File: config.mk
export PLATFORM = sky130hd
export DESIGN_NAME = cmp_share_arbiter
export DESIGN_NICKNAME = d
export VERILOG_FILES = /design/src/rtl/cmp_share_arbiter.sv
export SDC_FILE = /design/constraint.sdc
export NUM_CORES = 1
export LEC_CHECK = 0
export ABC_AREA = 1
export CORE_ASPECT_RATIO = 1.25
export CORE_MARGIN = 3
export CORE_UTILIZATION = 30
export DETAILED_ROUTE_END_ITERATION = 16
export MAX_ROUTING_LAYER = met4
export PLACE_DENSITY_LB_ADDON = 0.08
export SYNTH_ARGS = -nofsm -noshare
export SYNTH_HDL_FRONTEND = slang
export SYNTH_SLANG_ARGS = --single-unit
File: constraint.sdc
create_clock -name clk -period 1.24 [get_ports clk]
set_input_delay 0.248 -clock clk [delete_from_list [all_inputs] [get_ports clk]]
set_output_delay 0.248 -clock clk [all_outputs]
set_load 0.02 [all_outputs]
File: src/rtl/cmp_share_arbiter.sv
// cmp_share_arbiter
//   Two requesters share a single WIDTH-bit inequality comparator
//   (result = |(a ^ b)) through a 4-phase req/done handshake.
//
//   Handshake (each requester n = 0/1):
//     The requester raises reqN with aN/bN stable and holds req high until it
//     sees doneN high. doneN then stays high until reqN is sampled low.
//     resN is valid while doneN is high and otherwise holds its last value.
//
//   Optional build macro: CMP_ARB_RR_EN
//     defined   -> round-robin arbitration with a one-bit priority pointer
//     undefined -> fixed priority, requester 0 wins whenever it requests
//
//   Sequence per transaction: IDLE (grant + operand latch) -> CMP (compare)
//   -> DONE (done/res presented until req drops) -> IDLE.
module cmp_share_arbiter #(
  parameter int WIDTH = 6
) (
  input  logic             clk,
  input  logic             reset,
  input  logic             req0,
  input  logic [WIDTH-1:0] a0,
  input  logic [WIDTH-1:0] b0,
  output logic             done0,
  output logic             res0,
  input  logic             req1,
  input  logic [WIDTH-1:0] a1,
  input  logic [WIDTH-1:0] b1,
  output logic             done1,
  output logic             res1,
  output logic             busy,
  output logic             gnt_id
);

  typedef enum logic [1:0] {
    S_IDLE = 2'd0,
    S_CMP  = 2'd1,
    S_DONE = 2'd2
  } state_t;

  state_t           r_state;
  state_t           w_state_nxt;

  logic [WIDTH-1:0] r_op_a;
  logic [WIDTH-1:0] r_op_b;
  logic             r_gnt_id;
  logic             r_done0;
  logic             r_done1;
  logic             r_res0;
  logic             r_res1;

  logic             w_any_req;
  logic             w_winner;
  logic             w_req_gnt;
  logic             w_cmp;
  logic             w_grant;
  logic             w_release;

`ifdef CMP_ARB_RR_EN
  // Priority pointer: names the requester that wins a tie next time.
  logic             r_ptr;

  // Round-robin pick: the pointer breaks ties, a lone requester always wins.
  always_comb begin
    w_winner = 1'b0;
    if (req0 && req1) begin
      w_winner = r_ptr;
    end else begin
      w_winner = req1;
    end
  end

  // After every grant the pointer moves to the requester that did not win.
  always_ff @(posedge clk) begin
    if (reset) begin
      r_ptr <= 1'b0;
    end else if (w_grant) begin
      r_ptr <= ~w_winner;
    end
  end
`else
  // Fixed priority: requester 0 wins whenever it is requesting.
  always_comb begin
    w_winner = 1'b0;
    if (!req0 && req1) begin
      w_winner = 1'b1;
    end
  end
`endif

  // Request decode and the shared comparator itself.
  always_comb begin
    w_any_req = req0 | req1;
    w_req_gnt = r_gnt_id ? req1 : req0;
    w_cmp     = |(r_op_a ^ r_op_b);
  end

  // Next-state logic; grant and release strobes are derived here as well.
  always_comb begin
    w_state_nxt = r_state;
    w_grant     = 1'b0;
    w_release   = 1'b0;
    case (r_state)
      S_IDLE: begin
        if (w_any_req) begin
          w_grant     = 1'b1;
          w_state_nxt = S_CMP;
        end
      end
      S_CMP: begin
        w_state_nxt = S_DONE;
      end
      S_DONE: begin
        // A requester that drops req early still gets its one-cycle done.
        if (!w_req_gnt) begin
          w_release   = 1'b1;
          w_state_nxt = S_IDLE;
        end
      end
      default: begin
        w_state_nxt = S_IDLE;
      end
    endcase
  end

  // State register.
  always_ff @(posedge clk) begin
    if (reset) begin
      r_state <= S_IDLE;
    end else begin
      r_state <= w_state_nxt;
    end
  end

  // Operand latch and grant index; operands are frozen from the grant edge on.
  always_ff @(posedge clk) begin
    if (reset) begin
      r_op_a   <= '0;
      r_op_b   <= '0;
      r_gnt_id <= 1'b0;
    end else if (w_grant) begin
      r_op_a   <= w_winner ? a1 : a0;
      r_op_b   <= w_winner ? b1 : b0;
      r_gnt_id <= w_winner;
    end else if (w_release) begin
      r_gnt_id <= 1'b0;
    end
  end

  // Completion and result registers; res of a side changes only on DONE entry.
  always_ff @(posedge clk) begin
    if (reset) begin
      r_done0 <= 1'b0;
      r_done1 <= 1'b0;
      r_res0  <= 1'b0;
      r_res1  <= 1'b0;
    end else if (r_state == S_CMP) begin
      if (r_gnt_id) begin
        r_done1 <= 1'b1;
        r_res1  <= w_cmp;
      end else begin
        r_done0 <= 1'b1;
        r_res0  <= w_cmp;
      end
    end else if (w_release) begin
      r_done0 <= 1'b0;
      r_done1 <= 1'b0;
    end
  end

  // Output drive.
  always_comb begin
    done0  = r_done0;
    done1  = r_done1;
    res0   = r_res0;
    res1   = r_res1;
    busy   = (r_state != S_IDLE);
    gnt_id = r_gnt_id;
  end

endmodule

==> results.md <==
- The critical path's slowest cell is dfxtp_1.
- In the routed layout, each cell is associated on average with a via count of 4.589.
- For this run, design rule violations remaining after detail routing come to 0.
- The cell family contributing the most delay on the critical path is flip-flops.
- The total of max-cap violations is 0.
- In the final routed layout, each cell accounts on average for 10.90 µm.
- The share of the clock period used by the worst path after layout is 0.9386.
- Of the cells placed in the final design, the portion with a size suffix greater than 1 is 0.2418.
- Adding up every negative setup slack in the final design gives 0 ps.
- The number of port buffers is 33.
- In this run the tightest slew margin relative to its limit is 0.8341.
- The H-tree depth is 1.
- The clock period could shrink to 1164 ps.
- The initial antenna violation count is 0.
- The via count of the first global-routing pass is approximately 880.
- By area, the combinational part of the netlist is dominated by compound AO/OA/AOI/OAI gates.
- The clock passes through at most 2 buffers.
- The floorplan row count is 23.
- In this run the static leakage power is around 0.68 nW.
- The worst setup path is captured at a primary output.
- The average instance in the mapped netlist occupies 7.300 µm².
- At the worst endpoint, the required time is around 990 ps.
- During I/O placement, the number of pins put on the boundary was 34.
- The clock latency reported for the late side of the worst-skew pair is approximately 250 ps.
- The global placer's final weighted congestion is 0.8385.
- Along the worst path, the maximum fanout reaches 2.
- The all-layer global routing usage is 0.1208.
- The die is just over 70 µm tall.
- The number of antenna diodes in the final layout is 0.
- Setup violations remaining at the end of the flow were counted as 0.
- The clock tree from TritonCTS is built.
- The post-route cell area is around 1500 µm².
- The flow ran to the end, and the final reports show no timing, DRC or antenna violations.
- The total design power is ~1.7 mW.
- The compound-cell area share of the yosys netlist is 0.3058.
- The share of synthesized area in the top cell type comes to 0.3748.
- The overall die width is around 58 µm.
- When the netlist entered floorplanning its net count stood at 167.
- The final-report hold violation count was 0.
- The path class of the lowest-slack min-delay path is reg -> reg.
- The worst clock skew is roughly 1.5 ps.
- Leaving out fill and tap cells, the most frequent cells in the layout are nand2_1, clkdlybuf4s50_1, dfxtp_1, a21oi_1, inv_1.
- The initial utilization of the core area, before any placement, comes to 0.3148.
- The signal arrival time at the worst endpoint is about 900 ps.
- Counting every sink on the clock net gives 19.
- In this run the remaining antenna-violating nets after routing total 0.
- The first global-routing pass estimated 3.719 mm of wire.
- The post-cts hold buffer count is 0.
- The cell area after technology mapping is between 1000 and 1500 µm².
- The area added between synthesis and finish is 49.32%.
- Across all layers, the routed design uses around 1000 vias.
- Hold is met by 459.0 ps.
- The commonest non-fill, non-tap cell in the layout is nand2_1.
- The routed design has approximately 2.4 mm of wire.
- In this run the power density over the cells is between 1000 and 1500 nW/µm².
- The floorplan step defined a die boundary enclosing between 4000 and 5000 µm².
- Once the clock tree was built, the setup fixing pass inserted 0 buffers.
- For the pin with the worst max-slew slack, the measured transition is 248.4 ps.
- The cell area after placement is ~1500 µm².
- Sorting the synthesized cells by area gives the leading types as dfxtp_1, nand2_1, a21oi_2.
- The largest vdd supply drop is ~570 µV.
- The CTS buffer count is 3.
- The share of the Yosys chip area taken by registers is 0.3748.
- After floorplanning, the core was sized to cover 3223 µm².
- Entering global routing, the biggest net connects 13 pins.
- Traced cell by cell, the critical path runs through dlygate4sd2_1.
- The synthesized netlist contains 19 unique library cells.
- Setup repair after global routing left no endpoint under its margin.
- The worst setup path is launched from a flop.
- The xor and xnor fraction of the mapped netlist area is 0.
- The critical path is of the reg -> out type.
- The largest single stage delay on the critical path is approximately 330 ps.
- The number of buffers and inverters on the critical path is 1.
- The starting DRC count in detailed routing is 18.
- The synthesized-area fraction occupied by adder cells is 0.
- In the final design database the tool counted ~210 nets.
- The root cell of the clock tree is clkbuf_8.
- The portion of synthesized area spent on multiplexers is 0.
- The synthesized flop and latch total is 19.
- For this run, the top clock speed supported by timing is 0.8592 GHz.
- Summed over all nets, the half-perimeter wirelength after detailed placement is a little under 2 mm.
- The clock-pin slew on the worst setup and hold paths is 70 ps.
- The synthesized design spends more area on one cell type than any other, namely dfxtp_1.
- For this run the aggregate overflow at the end of global routing stands at 0.
- In the synthesized netlist, the number of instances is ~140.
- The final-report max-slew violation count was 0.
- The number of detailed-route iterations in the first pass is 4.
- The simple-gate share of the synthesized area is 0.2072.
- The number of warning messages in the yosys log is 0.
==> routing by layer <==
layer | up-vias | wire length (µm) | share of wire | GRT usage
li1 | 529 | - | - | -
met1 | 454 | 950 | 0.40 | 0.1300
met2 | 20 | 1303 | 0.55 | 0.2111
met3 | 2 | 108 | 0.045 | 0.02190
met4 | 0 | 24 | 0.010 | 0.05412
met5 | - | 0 | 0 | -
==> worst paths after layout <==
| check | slack [ps] | depth (start not counted) | start | endpoint |
|---|---|---|---|---|
| setup / recovery | 80 | 1 | res0$_SDFFE_PP0P_ | res0 |
| hold / removal | 460 | 2 | done1$_SDFFE_PP0P_ | done1$_SDFFE_PP0P_ |
| setup reg to reg | 80 | 6 | r_state[0]$_SDFFE_PP0P_ | r_op_b[4]$_SDFFE_PP0P_ |
| hold reg to reg | 460 | 2 | done1$_SDFFE_PP0P_ | done1$_SDFFE_PP0P_ |
==> cells by family (layout without fill, tap and decap cells) <==
group / count (synthesis) / in the layout
compound gates: 45 / 45
simple gates: 51 / 51
flops: 19 / 19
buf+inv: 24 / 67
==> metrics by stage <==
step	worst slack [ps]	util	instances
floorplan	211.7	-	139
global placement	-216.9	0.4519	215
detailed placement	-265.4	0.4519	215
CTS	1.767	0.4647	219
global route	8.992	0.4701	219
finish	76.10	0.4701	219
==> power breakdown <==
group	leakage, nW	internal, mW	total, mW	switching [mW]
Sequential	0.157	0.677	0.730	0.0538
Combinational	0.497	0.251	0.507	0.256
Clock	0.0255	0.223	0.431	0.208
Total	0.680	1.15	1.67	0.517
==> flip-flops by register name, indices dropped and copies added, names as in the netlist <==
register  cells
done0         1
r_op_a        6
res0          1
r_state       2
res1          1
done1         1
gnt_id        1
r_op_b        6
==> Yosys cell counts <==
cell type,instances
o211ai_1,1
a21oi_1,17
inv_2,3
nand3_2,1
inv_1,16
nand3_1,2
o21ai_2,11
buf_2,1
nor2_1,12
o21ai_1,3
buf_4,1
nor2_4,1
nand2_1,34
clkbuf_4,1
dfxtp_1,19
a21oi_2,11
o21ai_0,2
nor2_2,1
buf_6,2
==> area by class of cell <==
class                   count  area, µm²
fillers                   338       1708
multi-input cells          96      533.0
repair buffers             44      435.4
flip-flops and latches     19      380.4
inverters                  19      73.82
well taps                  37      46.29
clock buffers               3      41.29
clock inverters             1      5.005
==> repair_timing <==
item / 4_1_cts / 5_1_grt
endpoints found under the setup margin: 6 / 13
pin swaps: 0 / 1
resized for setup: 8 / 7
cloned: 0 / 0
Note: power is estimated with default switching activity, not from simulation.
